--- config.mk ---
export PLATFORM = sky130hd
export DESIGN_NAME = ahb3lite_dma_master_arb
export DESIGN_NICKNAME = d
export VERILOG_FILES = /design/src/rtl/ahb3lite_dma_master_arb.sv
export SDC_FILE = /design/constraint.sdc
export NUM_CORES = 1
export LEC_CHECK = 0
export BUFFER_PORTS_ARGS = -buffer_cell sky130_fd_sc_hd__buf_2
export CAP_MARGIN = 30
export CORE_AREA = 2 2 131 133
export DETAILED_ROUTE_END_ITERATION = 8
export DIE_AREA = 0 0 133 135
export HOLD_SLACK_MARGIN = 0.02
export SYNTH_ARGS = -nofsm -noshare
export SYNTH_HDL_FRONTEND = slang
export SYNTH_SLANG_ARGS = --single-unit
--- constraint.sdc ---
create_clock -name clk_i -period 2.25 [get_ports clk_i]
set_input_delay 0.225 -clock clk_i [delete_from_list [all_inputs] [get_ports clk_i]]
set_output_delay 0.225 -clock clk_i [all_outputs]
set_load 0.005 [all_outputs]
--- src/rtl/ahb3lite_dma_master_arb.sv ---
// Two-to-one AHB3-Lite master arbiter: shares one downstream master port between two
// requesters, tracking address- and data-phase ownership separately.
module ahb3lite_dma_master_arb #(
    parameter bit PRI_FIXED     = 1'b0,
    parameter bit DEFAULT_OWNER = 1'b0
) (
    input  logic        clk_i,
    input  logic        rst_n_i,

    input  logic        m0HSEL,
    input  logic        m0HWRITE,
    input  logic [31:0] m0HADDR,
    input  logic [31:0] m0HWDATA,
    input  logic [2:0]  m0HSIZE,
    input  logic [2:0]  m0HBURST,
    input  logic [3:0]  m0HPROT,
    input  logic [1:0]  m0HTRANS,
    input  logic        m0HREADY,
    output logic [31:0] m0HRDATA,
    output logic        m0HREADYOUT,
    output logic        m0HRESP,

    input  logic        m1HSEL,
    input  logic        m1HWRITE,
    input  logic [31:0] m1HADDR,
    input  logic [31:0] m1HWDATA,
    input  logic [2:0]  m1HSIZE,
    input  logic [2:0]  m1HBURST,
    input  logic [3:0]  m1HPROT,
    input  logic [1:0]  m1HTRANS,
    input  logic        m1HREADY,
    output logic [31:0] m1HRDATA,
    output logic        m1HREADYOUT,
    output logic        m1HRESP,

    output logic        dHSEL,
    output logic        dHWRITE,
    output logic [31:0] dHADDR,
    output logic [31:0] dHWDATA,
    output logic [2:0]  dHSIZE,
    output logic [2:0]  dHBURST,
    output logic [3:0]  dHPROT,
    output logic [1:0]  dHTRANS,
    output logic        dHREADY,
    input  logic [31:0] dHRDATA,
    input  logic        dHREADYOUT,
    input  logic        dHRESP,

    output logic        owner_o
);

    localparam logic [1:0] HTRANS_IDLE = 2'b00;
    localparam logic [1:0] HTRANS_BUSY = 2'b01;
    localparam logic [1:0] HTRANS_SEQ  = 2'b11;

    logic owner_q,  owner_d;
    logic dvalid_q, dvalid_d;
    logic downer_q, downer_d;

    logic       req0, req1;
    logic       own_sel, own_req, lock;
    logic [1:0] own_trans;
    logic       gnt;
    logic       g_sel;
    logic [1:0] g_trans;

    // Requesters' HREADY is meaningless here: they only ever see our HREADYOUT.
    logic unused_ok;
    assign unused_ok = &{1'b0, m0HREADY, m1HREADY};

    assign req0 = m0HSEL & m0HTRANS[1];
    assign req1 = m1HSEL & m1HTRANS[1];

    // NOTE: state flops use non-blocking assignments and reset asynchronously;
    // combinational blocks use blocking assignments.
    always_ff @(posedge clk_i or negedge rst_n_i) begin
        if (!rst_n_i) begin
            owner_q  <= DEFAULT_OWNER;
            dvalid_q <= 1'b0;
            downer_q <= 1'b0;
        end else begin
            owner_q  <= owner_d;
            dvalid_q <= dvalid_d;
            downer_q <= downer_d;
        end
    end

    // Grant and next state. A burst (SEQ/BUSY) or a back-to-back request behind the
    // owner's own data phase locks the grant so bursts are never split.
    always_comb begin
        // NOTE: every variable gets a default first so no latch is inferred.
        own_sel   = owner_q ? m1HSEL   : m0HSEL;
        own_trans = owner_q ? m1HTRANS : m0HTRANS;
        own_req   = owner_q ? req1     : req0;
        lock      = (own_sel && (own_trans == HTRANS_SEQ || own_trans == HTRANS_BUSY))
                  || (own_req && dvalid_q && (downer_q == owner_q));

        gnt = owner_q;
        if (!dHREADYOUT || lock) begin
            gnt = owner_q;
        end else if (req0 && req1) begin
            gnt = PRI_FIXED ? 1'b0 : !owner_q;
        end else if (req0) begin
            gnt = 1'b0;
        end else if (req1) begin
            gnt = 1'b1;
        end

        g_sel   = gnt ? m1HSEL : m0HSEL;
        g_trans = g_sel ? (gnt ? m1HTRANS : m0HTRANS) : HTRANS_IDLE;

        owner_d  = owner_q;
        downer_d = downer_q;
        dvalid_d = dvalid_q;
        if (dHREADYOUT) begin
            owner_d  = gnt;
            downer_d = gnt;
            dvalid_d = g_sel & g_trans[1];
        end
    end

    // Downstream muxing and per-requester responses.
    always_comb begin
        dHSEL   = g_sel;
        dHTRANS = g_trans;
        dHADDR  = gnt ? m1HADDR  : m0HADDR;
        dHWRITE = gnt ? m1HWRITE : m0HWRITE;
        dHSIZE  = gnt ? m1HSIZE  : m0HSIZE;
        dHBURST = gnt ? m1HBURST : m0HBURST;
        dHPROT  = gnt ? m1HPROT  : m0HPROT;
        dHWDATA = downer_q ? m1HWDATA : m0HWDATA;
        dHREADY = dHREADYOUT;

        m0HRDATA = dHRDATA;
        m1HRDATA = dHRDATA;

        if (dvalid_q && !downer_q) begin
            m0HREADYOUT = dHREADYOUT;
        end else if (req0) begin
            m0HREADYOUT = !gnt ? dHREADYOUT : 1'b0;
        end else begin
            m0HREADYOUT = 1'b1;
        end

        if (dvalid_q && downer_q) begin
            m1HREADYOUT = dHREADYOUT;
        end else if (req1) begin
            m1HREADYOUT = gnt ? dHREADYOUT : 1'b0;
        end else begin
            m1HREADYOUT = 1'b1;
        end

        m0HRESP = (dvalid_q && !downer_q) ? dHRESP : 1'b0;
        m1HRESP = (dvalid_q &&  downer_q) ? dHRESP : 1'b0;
        owner_o = owner_q;
    end

endmodule

# After elaboration in Yosys (flattened, before gate mapping)
# Cells that the tools add are included.
[word_totals]
ff_bits = 2
in_bits = 194
output_inout_bits = 148
wordCells = 41
[op_classes]
n_eq_ne = 2
n_mux = 24
bitwise = 3
reduce_logical = 10
[op_table]
columns = ["op", "count"]
rows = [
  ["$mux 32", 2],
  ["$mux 1", 16],
  ["$mux 2", 3],
  ["$mux 3", 2],
  ["$logic_and 1x1->1", 5],
  ["$mux 4", 1],
  ["$and 1x1->1", 3],
  ["$logic_or 1x1->1", 3],
  ["$eq 2x1->1 const B", 1],
  ["$eq 2x2->1 const B", 1],
  ["$logic_not 1->1", 2],
]

# Longest topological paths before layout
[depth]
word_depth = 10
mapped_depth = 6
ltp_nobuf = 4

# Least setup slack after synthesis
# OpenSTA, ideal clock, no wires.
[synth_timing]
path_type = "reg2out"
start = "register downer_q"
end = "output dHADDR[17]"
arrival_ns = 1.628
t_required_ns = 2.025
path_slack_ns = 0.397
path_stages_with_launch = 7
n_path_buf = 2
cell_sequence = "dfrtp_1 buf_2 nand2b_4 a311oi_4 nor2_4 buf_6 mux2_1"
[synth_via]
elab_chain_cells = 8
word_cells_on_any_way = 16
classes_between = "2 x eq/ne; 8 x mux; 6 x reduce/logical"
[synth_rtl]
columns = ["element", "line_no", "source"]
rows = [
  ["start: declaration", "58", "logic downer_q, downer_d;"],
  ["start signal: assignment", "84", "downer_q <= downer_d;"],
  ["$mux 2", "n/a", ""],
  ["$eq 2x2->1 or $eq 2x1->1 (tied branches)", "n/a", ""],
  ["$logic_or 1x1->1", "n/a", ""],
  ["$logic_and 1x1->1", "n/a", ""],
  ["$logic_or 1x1->1", "96", "|| (own_req && dvalid_q && (downer_q == owner_q));"],
  ["$logic_or 1x1->1", "99", "if (!dHREADYOUT || lock) begin"],
  ["$mux 1 *", "99", ""],
  ["$mux 32 *", "126", "dHADDR = gnt ? m1HADDR : m0HADDR;"],
  ["end: declaration", "38", "output logic [31:0] dHADDR,"],
]
# Mark *: on every way between the ends. The rest lies on a longest branch, timed or not.

# Worst setup path after layout
[layout_timing]
start = "register dvalid_q"
end = "output dHADDR[29]"
[layout_via]
elab_chain_cells = 5
[layout_rtl]
columns = ["element", "line_no", "source"]
rows = [
  ["start: declaration", "57", "logic dvalid_q, dvalid_d;"],
  ["start signal: assignment", "83", "dvalid_q <= dvalid_d;"],
  ["$logic_and 1x1->1", "96", ""],
  ["$logic_or 1x1->1", "96", ""],
  ["$logic_or 1x1->1", "99", ""],
  ["$mux 1", "99", ""],
  ["$mux 32", "126", ""],
]
# Every way passes these cells.

==> impl_metrics.ini <==
[run_status]
run_status = finished, final reports clean

[cts]
clk_pin_slew_ns = 0.03
clkLatencyLatePin_ns = 0.22
cts_resized = 0
cts_tree = yes
numClockSinks = 2
cts_root_buffer = clkbuf_16
cts_made_buffers = 3
clockBufferDepth = 2
ctsHtreeMaxLevel = 1

[cells_and_area]
drive_above_1_share = 0.882
final_nets = 569
final_common_cell = buf_2
stdcell_count = 595
area_growth_pct = 68.8
mostFrequentLayoutCells = buf_2 (243), mux2_2 (63), buf_4 (15)

[timing]
rsz0062_at_grt = no
worst-slew-pin-transition_ns = 0.307
final-setup-viol-count = 0
maxSlewHeadroom = 0.790
hold_ws_ns = 0.359
layout_min_cycle_time_ns = 2.15
final.period_utilization = 0.958
fmax_mhz = 464
fin_setup_tns_ns = 0
hold_viol_final = 0
slew_violations = 0
fin_skew_ns = 0.00458

[setup_path]
end_kind = output port
cp_data_arrival_time_ns = 1.93
r2r_cells = 5
reg2reg_setup_slack_ns = 0.75
r2r_start = dvalid_q
crit_type = reg2out
crit_required_ns = 2.03
cp-start-kind = flop
startpoint = dvalid_q
worstPathMaxFanout = 36
r2r-end = downer_q

[floorplan]
start_util = 0.103
core-area_um2 = 16400
ios = 342
row_count = 47
die_w_um = 133
die_h_um = 135
dieArea_um2 = 18000

[synthesis]
synth-seq-area-share = 0.0297
syn_nets = 379
synth_top_area_frac = 0.422
ys_types = 31
syn_inst = 185
ys_ff_latch = 2
synth_area_leader_cell = mux2_2
synth_area_um2 = 1680
yosys_warnings = 0
synth_area_leaders = mux2_2 (42%), buf_4 (29%), mux2_1 (8.0%), dfrtp_1 (3.0%), buf_6 (2.7%)
syn_area_per_cell_um2 = 9.10

[grt]
grt_pass1_vias = 1952
grt_overflow_total = 0
grt_max_degree = 37
grt_pass1_wl_um = 9600
grt_use_total = 0.0712
grt_antenna_before_repair = 2

[routing]
ant_nets = 0
drt_wl_total_um = 7140
firstDrtPassIters = 4
viasPerCell = 3.45
num_vias = 2055
drc = 0
drtIter0Drc = 28
wl_per_cell_um = 12.0

[power]
powerDensity_nw_per_um2 = 547
ir_worst_vdd_mv = 0.202
p_int_mw = 1.01
switching_share = 0.353
p_clk_frac = 0.178
power_leakage_nw = 1.49
seqPwrFrac = 0.036
p_comb_frac = 0.786
switchingPower_uw = 549

[place]
placed_cells = 588
place_hpwl_um = 6450
gp_congestion = 0.806
io_buffer_count = 243

[flow_run]
cap_viol_max_count = 0

[worst_hold_path]
hold_path_class = in2async
metal layers:
| layer | share of wire | GRT usage | routed length [µm] | up-vias |
|---|---|---|---|---|
| li1 | - | - | - | 967 |
| met1 | 0.30 | 0.0570 | 2170 | 863 |
| met2 | 0.51 | 0.138 | 3630 | 203 |
| met3 | 0.15 | 0.0349 | 1060 | 22 |
| met4 | 0.038 | 0.0424 | 272 | 0 |
| met5 | 0 | 0 | 0 | - |
worst max-delay path by stage:
| stage | end | slack [ns] | cells after the start |
|---|---|---|---|
| after floorplan | dHADDR[17] | 0.40 | 6 |
| after global placement | dHADDR[13] | -0.23 | 5 |
| after detailed placement | dHBURST[2] | 0.17 | 6 |
| after CTS | dHADDR[13] | 0.08 | 6 |
| after global routing | dHPROT[2] | 0.02 | 6 |
| final | dHADDR[29] | 0.1 | 6 |
critical path, stage by stage (launching register included):
cell	delay [ns]
dfrtp_1	0.41
a21o_1	0.24
a311oi_4	0.33
nor2_4	0.07
buf_12	0.17
mux2_1	0.33
buf_2	0.13
cell families (layout without fill, tap and decap cells):
| logic type | Yosys count | after routing | synth area share |
|---|---|---|---|
| and+or+nand+nor | 16 | 16 | 0.0528 |
| muxes | 76 | 76 | 0.508 |
| DFF | 2 | 2 | 0.0297 |
| other | 0 | 1 | 0 |
| AOI/OAI and AO/OA | 14 | 14 | 0.0736 |
| buffers and inverters | 77 | 266 | 0.336 |
repair_timing:
item	in CTS	in global routing
setup endpoints to repair	36	1
hold buffers	1	0
hold endpoints to repair	2	0
pin swaps	1	1
buffers inserted	1	0
power by group through the flow:
stage / Combinational [mW] / Clock [mW] / Sequential [mW]
final: 1.22 / 0.277 / 0.0563
after global routing: 1.33 / 0.287 / 0.0581
after CTS: 1.24 / 0.281 / 0.0565
after detailed placement: 1.22 / 0 / 0.0565
after global placement: 1.19 / 0 / 0.0558
after floorplan: 0.801 / 0 / 0.0512
synthesized netlist by cell type:
| library cell | number |
|---|---|
| a211o_1 | 1 |
| a21o_1 | 1 |
| a21oi_1 | 2 |
| a311o_1 | 1 |
| a311oi_4 | 1 |
| a31oi_1 | 1 |
| a41oi_2 | 1 |
| and2_1 | 1 |
| buf_1 | 1 |
| buf_2 | 1 |
| buf_4 | 65 |
| buf_6 | 4 |
| clkbuf_1 | 3 |
| clkbuf_2 | 1 |
| dfrtp_1 | 2 |
| inv_1 | 2 |
| mux2_1 | 12 |
| mux2_2 | 63 |
| mux2i_1 | 1 |
| nand2_1 | 4 |
| nand2b_4 | 1 |
| nand3_1 | 1 |
| nor2_1 | 4 |
| nor2_4 | 1 |
| nor2b_1 | 1 |
| nor3_1 | 2 |
| nor4_1 | 1 |
| o211ai_1 | 1 |
| o21ai_0 | 2 |
| o22ai_1 | 2 |
| o2bb2ai_1 | 1 |
sequential cells by signal (all words and copies together), names as in the netlist:
name,count
downer_q,1
dvalid_q,1
metrics by stage:
stage	total power [mW]	area, µm²	worst slack, ns	utilization
global route	1.67	2840	0.0249	0.173
floorplan	0.852	1680	0.397	-
global placement	1.24	2720	-0.227	0.166
detailed placement	1.28	2740	0.173	0.167
finish	1.56	2840	0.0952	0.173
CTS	1.58	2840	0.0762	0.173
layout make-up:
type | instances | area (µm²)
Fill cell | 1854 | 13600
Timing Repair Buffer | 260 | 1360
Multi-Input combinational cell | 106 | 1070
Tap cell | 220 | 275
Clock buffer | 4 | 78.8
Sequential cell | 2 | 51.3
Inverter | 2 | 7.51
Antenna cell | 1 | 2.50
No activity file was read; power rests on OpenSTA's default activity.
